### config.mk
export PLATFORM = sky130hd
export DESIGN_NAME = xpoint_ctrl
export DESIGN_NICKNAME = d
export VERILOG_FILES = /design/src/rtl/xpoint_ctrl_pkg.sv /design/src/rtl/xpoint_ctrl_flit_fifo.sv /design/src/rtl/xpoint_ctrl.sv
export SDC_FILE = /design/constraint.sdc
export NUM_CORES = 1
export LEC_CHECK = 0
export CAP_MARGIN = 20
export CORE_AREA = 2 2 277 170
export CTS_BUF_LIST = sky130_fd_sc_hd__clkbuf_4
export CTS_CLUSTER_SIZE = 14
export DETAILED_ROUTE_END_ITERATION = 10
export DIE_AREA = 0 0 279 172
export HOLD_SLACK_MARGIN = 0.02
export PLACE_DENSITY_LB_ADDON = 0.15
export REMOVE_ABC_BUFFERS = 1
export SYNTH_ARGS = -nofsm -noshare
export SYNTH_HDL_FRONTEND = slang
export SYNTH_SLANG_ARGS = --single-unit
### constraint.sdc
create_clock -name clk -period 5.1 [get_ports clk]
set_input_delay 0.765 -clock clk [delete_from_list [all_inputs] [get_ports clk]]
set_output_delay 0.765 -clock clk [all_outputs]
set_load 0.01 [all_outputs]
### src/rtl/xpoint_ctrl_pkg.sv
// xpoint_ctrl_pkg: shared defaults and pointer-width helper for the 2x2 crosspoint stage
package xpoint_ctrl_pkg;
  localparam int FLIT_SIZE_D  = 64;
  localparam int TURN_BIT_D   = 63;
  localparam int FIFO_DEPTH_D = 2;
  localparam int CNT_W_D      = 16;
  function automatic int ptr_w(input int depth);
    return (depth > 1) ? $clog2(depth) : 1;
  endfunction
  localparam int PTR_W_D = ptr_w(FIFO_DEPTH_D);
endpackage

### src/rtl/xpoint_ctrl_flit_fifo.sv
// flit_fifo: power-of-two circular flit buffer with async active-high reset
// Ports: clk/rst; i_push+i_din write; i_pop read; o_head = oldest entry; o_count = occupancy.
// The caller guarantees no push when full and no pop when empty.
module flit_fifo
  import xpoint_ctrl_pkg::*;
#(
  parameter int W = FLIT_SIZE_D,
  parameter int D = FIFO_DEPTH_D
) (
  input  logic                clk,
  input  logic                rst,
  input  logic                i_push,
  input  logic [W-1:0]        i_din,
  input  logic                i_pop,
  output logic [W-1:0]        o_head,
  output logic [ptr_w(D):0]   o_count
);
  localparam int PW = ptr_w(D);
  logic [W-1:0]  r_mem [D];
  logic [PW-1:0] r_wr;
  logic [PW-1:0] r_rd;
  logic [PW:0]   r_cnt;
  always_ff @(posedge clk or posedge rst) begin
    if (rst) begin
      r_wr  <= '0;
      r_rd  <= '0;
      r_cnt <= '0;
    end else begin
      if (i_push) r_wr <= r_wr + PW'(1);
      if (i_pop) r_rd <= r_rd + PW'(1);
      r_cnt <= r_cnt + (PW+1)'(i_push) - (PW+1)'(i_pop);
    end
  end
  // storage needs no reset: only entries between the pointers are ever read
  always_ff @(posedge clk) begin
    if (i_push) r_mem[r_wr] <= i_din;
  end
  assign o_head  = r_mem[r_rd];
  assign o_count = r_cnt;
endmodule

### src/rtl/xpoint_ctrl.sv
// xpoint_ctrl: flow-controlled 2x2 crosspoint with per-input FIFOs and round-robin conflict arbitration
// Ports: h_in/v_in (+valid/ready) flit inputs; h_out/v_out (+valid/ready) registered outputs;
// cross_enable = turn bit of the last moved flit; conflict_cnt = saturating count of conflict cycles.
module xpoint_ctrl
  import xpoint_ctrl_pkg::*;
#(
  parameter int FLIT_SIZE  = FLIT_SIZE_D,
  parameter int TURN_BIT   = TURN_BIT_D,
  parameter int FIFO_DEPTH = FIFO_DEPTH_D,
  parameter int CNT_W      = CNT_W_D
) (
  input  logic                 clk,
  input  logic                 rst,
  input  logic [FLIT_SIZE-1:0] h_in,
  input  logic                 h_in_valid,
  output logic                 h_in_ready,
  input  logic [FLIT_SIZE-1:0] v_in,
  input  logic                 v_in_valid,
  output logic                 v_in_ready,
  output logic [FLIT_SIZE-1:0] h_out,
  output logic                 h_out_valid,
  input  logic                 h_out_ready,
  output logic [FLIT_SIZE-1:0] v_out,
  output logic                 v_out_valid,
  input  logic                 v_out_ready,
  output logic                 cross_enable,
  output logic [CNT_W-1:0]     conflict_cnt
);
  localparam int PW = ptr_w(FIFO_DEPTH);
  logic [FLIT_SIZE-1:0] w_h_head, w_v_head, w_ho_d, w_vo_d;
  logic [PW:0]          w_h_cnt, w_v_cnt;
  logic w_h_has, w_v_has, w_h_turn, w_v_turn, w_h_free, w_v_free, w_h_tf, w_v_tf;
  logic w_conf, w_h_mv, w_v_mv, w_ho_ld, w_vo_ld;
  logic [FLIT_SIZE-1:0] r_h_out, r_v_out;
  logic                 r_h_val, r_v_val, r_cross, r_prio;
  logic [CNT_W-1:0]     r_cnt;
  flit_fifo #(.W(FLIT_SIZE), .D(FIFO_DEPTH)) u_h_fifo (
    .clk(clk), .rst(rst), .i_push(h_in_valid & h_in_ready), .i_din(h_in),
    .i_pop(w_h_mv), .o_head(w_h_head), .o_count(w_h_cnt)
  );
  flit_fifo #(.W(FLIT_SIZE), .D(FIFO_DEPTH)) u_v_fifo (
    .clk(clk), .rst(rst), .i_push(v_in_valid & v_in_ready), .i_din(v_in),
    .i_pop(w_v_mv), .o_head(w_v_head), .o_count(w_v_cnt)
  );
  assign h_in_ready = w_h_cnt < (PW+1)'(FIFO_DEPTH);
  assign v_in_ready = w_v_cnt < (PW+1)'(FIFO_DEPTH);
  always_comb begin
    w_h_has  = w_h_cnt != '0;
    w_v_has  = w_v_cnt != '0;
    w_h_turn = w_h_head[TURN_BIT];
    w_v_turn = w_v_head[TURN_BIT];
    w_h_free = !r_h_val | h_out_ready;
    w_v_free = !r_v_val | v_out_ready;
    // free status of each head's target; h turns to v_out, v turns to h_out
    w_h_tf   = w_h_turn ? w_v_free : w_h_free;
    w_v_tf   = w_v_turn ? w_h_free : w_v_free;
    // differing turn bits means both heads aim at the same output
    w_conf   = w_h_has & w_v_has & (w_h_turn ^ w_v_turn);
    w_h_mv   = w_h_has & w_h_tf & !(w_conf & r_prio);
    w_v_mv   = w_v_has & w_v_tf & !(w_conf & !r_prio);
    w_ho_ld  = (w_h_mv & !w_h_turn) | (w_v_mv & w_v_turn);
    w_vo_ld  = (w_h_mv & w_h_turn) | (w_v_mv & !w_v_turn);
    w_ho_d   = (w_h_mv & !w_h_turn) ? w_h_head : w_v_head;
    w_vo_d   = (w_h_mv & w_h_turn) ? w_h_head : w_v_head;
  end
  always_ff @(posedge clk or posedge rst) begin
    if (rst) begin
      r_h_out <= '0;
      r_v_out <= '0;
      r_h_val <= 1'b0;
      r_v_val <= 1'b0;
      r_cross <= 1'b0;
      r_prio  <= 1'b0;
      r_cnt   <= '0;
    end else begin
      if (w_ho_ld) begin
        r_h_out <= w_ho_d;
        r_h_val <= 1'b1;
      end else if (h_out_ready) r_h_val <= 1'b0;
      if (w_vo_ld) begin
        r_v_out <= w_vo_d;
        r_v_val <= 1'b1;
      end else if (v_out_ready) r_v_val <= 1'b0;
      // without a conflict any two movers share the same turn bit
      if (w_h_mv | w_v_mv) r_cross <= w_h_mv ? w_h_turn : w_v_turn;
      if (w_conf & (w_h_mv | w_v_mv)) r_prio <= ~r_prio;
      if (w_conf & ~&r_cnt) r_cnt <= r_cnt + CNT_W'(1);
    end
  end
  assign h_out        = r_h_out;
  assign v_out        = r_v_out;
  assign h_out_valid  = r_h_val;
  assign v_out_valid  = r_v_val;
  assign cross_enable = r_cross;
  assign conflict_cnt = r_cnt;
endmodule

### Word level (Yosys, flattened, before mapping)

Memories as Yosys holds them, arrays and structs flattened.
Index checks and enable logic that the tools add are counted.

* flip-flop bits (word level): 156
* memory bits (writable): 256
* input bits: 134
* output and inout bits: 149
* logic and storage cells: 75
* memories kept: 2

Memories
* u_h_fifo.r_mem: depth 2, width 64, read ports 1, clocked after memory_dff 0, wr ports 1, RTL line xpoint_ctrl_flit_fifo.sv:19 `logic [W-1:0] r_mem [D];`
* u_v_fifo.r_mem: depth 2, width 64, read ports 1, clocked after memory_dff 0, wr ports 1, RTL line xpoint_ctrl_flit_fifo.sv:19

* $add $sub $neg: 9
* order comparisons: 2
* mux-type cells: 13
* bitwise operators: 23
* reductions and logical operators: 13

Operator list (count)
* 64-bit 2-to-1 mux: 2
* 16-bit by 1-bit adder with 16-bit output (second input constant): 1
* 1-bit AND: 16
* 16-bit AND reduction: 1
* 1-bit 2-to-1 mux: 11
* 1-bit zero test: 8
* 2-bit nonzero test: 4
* 1-bit OR: 5
* 1-bit adder (second input constant): 4
* 2-bit by 1-bit adder with 2-bit output: 2
* 2-bit < comparator (second input constant): 2
* 2-bit by 1-bit subtractor with 2-bit output: 2
* 1-bit inverter: 1
* 1-bit XOR: 1

### Longest topological paths before layout

* depth after elaboration: 9
* depth in mapped cells: 11
* mapped depth without buffers: 9

### By module

From an unflattened synthesis, not the netlist that was laid out.

* cells, all modules: 1112
* area, all modules: 17574.4 sq um

Modules (own cells, without submodules)
* flit_fifo: times used 2, cells each 213, area each 5014.8 sq um, sequential area each 3943.8 sq um
* xpoint_ctrl: times used 1, cells each 686, area each 7544.7 sq um, sequential area each 3703.6 sq um

### Worst setup path after synthesis

OpenSTA, ideal clock, no wires.

* kind: input port to flip-flop
* start point: in h_in_valid
* end point: mem u_h_fifo.r_mem[0][0] (netlist bit) (enable)
* library setup time: 486 ps
* arrival time: 3542 ps
* data required time: 4614 ps
* slack: 1071 ps
* stages on the path: 2
* path buffers: 0
* cell sequence: nand2_1 > nor2_1

* longest elaborated chain between the ends: 3

RTL lines
* start: declaration: RTL line xpoint_ctrl.sv:15 `input logic h_in_valid,`
* 1-bit AND: RTL line xpoint_ctrl.sv:38 `.clk(clk), .rst(rst), .i_push(h_in_valid & h_in_ready), .i_din(h_in),`
* 1-bit 2-to-1 mux: RTL line xpoint_ctrl_flit_fifo.sv:36 `if (i_push) r_mem[r_wr] <= i_din;`
* 1-bit 2-to-1 mux (implied by the code): RTL line xpoint_ctrl_flit_fifo.sv:36
* end: declaration: RTL line xpoint_ctrl_flit_fifo.sv:19

No other way between the ends.

### Worst setup path in the final report

* start point: reg u_v_fifo.r_rd
* end point: reg r_h_out[41] (netlist: h_out[41])

* longest elaborated chain between the ends: 8
* elaborated cells on any way between the ends: 15
* those cells by class: 2 x mux; 10 x bitwise; 2 x reduce/logical; 1 x memory

RTL lines
* start: declaration: RTL line xpoint_ctrl_flit_fifo.sv:21 `logic [PW-1:0] r_rd;`
* start signal: assignment: RTL line xpoint_ctrl_flit_fifo.sv:30 `if (i_pop) r_rd <= r_rd + PW'(1);`
* memory 2 x 64 bit *
* 1-bit XOR: RTL line xpoint_ctrl.sv:58 `w_conf = w_h_has & w_v_has & (w_h_turn ^ w_v_turn);`
* 1-bit AND: RTL line xpoint_ctrl.sv:58
* 1-bit AND (on tied branches): RTL line xpoint_ctrl.sv:59, xpoint_ctrl.sv:60
* 1-bit zero test (on tied branches): RTL line xpoint_ctrl.sv:59, xpoint_ctrl.sv:60
* 1-bit AND (on tied branches): RTL line xpoint_ctrl.sv:59, xpoint_ctrl.sv:60
* 1-bit AND (on tied branches): RTL line xpoint_ctrl.sv:61, xpoint_ctrl.sv:63
* 64-bit 2-to-1 mux / 1-bit OR (equally long branches): RTL line xpoint_ctrl.sv:63, xpoint_ctrl.sv:61
* end signal: assignment: RTL line xpoint_ctrl.sv:77 `r_h_out <= w_ho_d;`
* end: declaration: RTL line xpoint_ctrl.sv:34 `logic [FLIT_SIZE-1:0] r_h_out, r_v_out;`

Mark *: on every way between the ends. The rest lies on a longest branch, timed or not.
A chain may end at the register's enable or synchronous reset.

==> summary.txt <==
Total power = 13.2 mW
Final setup skew = 0.0476 ns
Post-layout util = 45.2%
Clk network pwr share = 21.2%
Final ANT Viol Nets = 0
GRT Max-Usage Layer = met2
Slew Limit Fails = 0
Worst path required time = 5.72 ns
Post-synth EDFFs = 256
Row Count = 61
CTS Hold Bufs = 0
Clock latency at the later pin of the worst-skew pair = 0.77 ns
Global placer's final weighted congestion = 0.767
CTS tree = yes
Die ar. = 48000 um^2
CP endpoint kind = flip-flop
Layout Nets = 1501
Asr flop ratio synth = 37.9%
Final-report setup violation count = 0
Vias/cell = 4.97
RSZ-0062 raised after global routing = false
DPL Wire Length = 25.8 mm
Max Root-Sink Buffers = 3
Post-CTS sizing = 0
Final Cycle Share = 59.8%
Hold Crit Depth = 1
Post-route cell area = 20600 um^2
Synth Area in Adders = 0.397%
Clock root buffer = clkbuf_4
Final Non-Filler Cells = 2050
Final setup margin = 2.05 ns
H-Tree Depth = 3
Compound-cell area share of the yosys netlist = 9.11%
Synth Flop Type = edfxtp_1
# placed instances = 1857
Dpl cell area = 19200 um^2
Power share of the sequential group = 40.2%
Largest net degree at the start of global routing = 87
Die H = 172 um
Drt pass-1 iters = 4
Max-cap violations = 0
Fraction of the yosys area taken by sequential cells = 73.6%
Clock Pin Slew Worst Setup and Hold Paths = 0.07 ns
Gate Count Post-Synth = 1028
Hold Crit Class = flip-flop to flip-flop
Setup Crit Path Kind = flip-flop to flip-flop
Die Width = 279 um
Crit start category = flip-flop
Share of layout cells above drive strength 1 = 14.1%
Post-CTS Setup Inserts = 0
Post-synthesis mux area share = 8.37%
DR iter-0 viols = 708
Power density over cell area = 639 nW/um^2
First-pass GRT wire length = 64.6 mm
Global route overflow = 0
Post-Synth Simple-Gate Area = 4.99%
Run status = complete, no violations
Actual slew at the worst max-slew pin = 1.05 ns
Grt met2 use = 28.2%
Layout fillers = 4101
Mapped Avg Cell Area = 15.3 um^2
Logic pwr share = 38.6%
Largest family of logic cells by synthesized area = compound AO/OA/AOI/OAI gates
Met1 Use GR = 24.6%
Clock sinks = 412
P&R area growth vs syn = 30.7%
Final count of hold timing violations = 0
Yosys Warn Count = 0
P_leak = 7.75 nW
Achievable Freq = 328 MHz
Switching Fraction = 36.5%
Total number of vias = 10200
Wirelength per Cell = 21.2 um
Boundary Pins = 283
Post-Syn Area = 15800 um^2
Cell internal pwr = 8.36 mW
Yosys reg bits = 412
Vias in the first global route = 10400
Final min period = 3.05 ns
Switching pwr = 4.81 mW
CORE AREA = 45600 um^2
DRC Markers = 0
Crit path arrival time = 3.67 ns
Max transition margin = 30.2%
Synth Area in XOR/XNOR = 1.39%
Met3 usage = 4.76%
Number of CTS-inserted buffers = 101
Synth unique cells = 39
DRT Wirelength = 43.4 mm
VDD IR-drop max = 0.398 mV
Initial core utilization = 34.6%
Initial antenna violation count = 3
Maximum fanout along the worst path = 47
IO Port Bufs = 282
Setup Slack @ Placement = 1.97 ns
Gr usage total = 18.1%
FF-to-FF path depth = 6
==> registers in the layout, indices dropped and copies added, names as in the netlist, 2 cells and up <==
register and count:
conflict_cnt 16, h_out 64, u_h_fifo.o_count 2, u_h_fifo.r_mem 128, u_v_fifo.o_count 2, u_v_fifo.r_mem 128, v_out 64
==> layout make-up <==
class | instances | area [um^2] | area share, %
sequential | 412 | 11600 | 56.3
multi-input combinational | 544 | 3910 | 19.0
timing repair buffer | 296 | 2950 | 14.3
clock buffer | 163 | 1220 | 5.94
tap | 598 | 748 | 3.63
clock inverter | 26 | 118 | 0.571
inverter | 7 | 31.3 | 0.152
antenna | 4 | 10.0 | 0.0486
==> final timing paths <==
path                               start       endpoint  slack (ns)
min                               r_prio         r_prio        0.49
max reg2reg                u_v_fifo.r_rd      h_out[41]        2.05
max                        u_v_fifo.r_rd      h_out[41]        2.05
min reg2reg                       r_prio         r_prio        0.49
min in group asynchronous            rst      v_out[62]        0.55
max in group asynchronous            rst  u_v_fifo.r_rd        3.53
==> power by group through the flow <==
stage          Combinational [mW]  Sequential (mW)  Clock [mW]
2_1_floorplan                2.52             5.57           0
3_3_place_gp                 5.06             5.37           0
3_5_place_dp                 5.14             5.37           0
4_1_cts                      5.16             5.32        2.89
5_1_grt                      5.56             5.42        3.07
6_report                     5.08             5.29        2.79
==> metal layers <==
layer | wire, um | part of all wire, % | vias to the layer above
li1 | - | - | 4681
met1 | 19700 | 45 | 5107
met2 | 20000 | 46 | 335
met3 | 2730 | 6.3 | 65
met4 | 896 | 2.1 | 0
met5 | 0 | 0 | -
==> metrics by stage <==
stage / TNS, ns / hold WS [ns]
after floorplan: -450.59 / 0.453
after global placement: 0 / 0.472
after detailed placement: 0 / 0.476
after CTS: 0 / 0.453
after global routing: 0 / 0.468
final: 0 / 0.489
==> synth_stat cells, drive strengths merged, types with 3 or more instances <==
| library cell | n | area share, % |
|---|---|---|
| and3 | 8 | 0.32 |
| mux2i | 128 | 8.2 |
| o221ai | 63 | 3.5 |
| edfxtp | 256 | 49 |
| mux2 | 3 | 0.21 |
| dfrtp | 156 | 25 |
| nand4 | 8 | 0.32 |
| nand2 | 135 | 3.2 |
| o211ai | 64 | 3.0 |
| buf | 52 | 1.7 |
| nor3 | 5 | 0.23 |
| xnor2 | 23 | 1.3 |
| nor2 | 6 | 0.14 |
| inv | 7 | 0.17 |
| clkbuf | 13 | 0.31 |
| nand3 | 9 | 0.29 |
| o21ai | 68 | 2.2 |
| ha | 5 | 0.40 |
| nor2b | 3 | 0.12 |
==> cells in the final DEF (no fill, tap or decap), types with 3 or more instances in the layout <==
| master | synthesis | final |
|---|---|---|
| clkdlybuf4s50_1 | 0 | 282 |
| edfxtp_1 | 256 | 256 |
| clkbuf_4 | 0 | 163 |
| dfrtp_1 | 156 | 154 |
| nand2_1 | 134 | 133 |
| mux2i_1 | 127 | 127 |
| o211ai_1 | 64 | 64 |
| o221ai_1 | 63 | 63 |
| o21ai_0 | 57 | 57 |
| xnor2_1 | 23 | 23 |
| clkinv_1 | 0 | 19 |
| buf_4 | 10 | 12 |
| o21ai_1 | 11 | 10 |
| nand3_1 | 9 | 9 |
| nand4_1 | 8 | 8 |
| and3_1 | 8 | 6 |
| inv_1 | 7 | 6 |
| ha_1 | 5 | 5 |
| diode_2 | 0 | 4 |
| nor2_1 | 6 | 4 |
| nor3_1 | 4 | 4 |
| nor2b_1 | 3 | 3 |
==> worst max-delay path, stage by stage (launching register included) <==
cell and delay [ns]:
dfrtp_4 0.70, mux2i_1 0.27, o2111ai_4 0.66, a21boi_4 0.68, buf_12 0.37, nand2_1 0.10, o221ai_1 0.08
==> logic make-up after synthesis <==
family | count (synthesis)
AO/OA/AOI/OAI | 202
XOR/XNOR | 25
adder cells (fa/ha/maj) | 5
buffers and inverters | 72
flip-flops | 412
multiplexers | 131
AND/OR/NAND/NOR | 181
No activity file was read; power rests on OpenSTA's default activity.
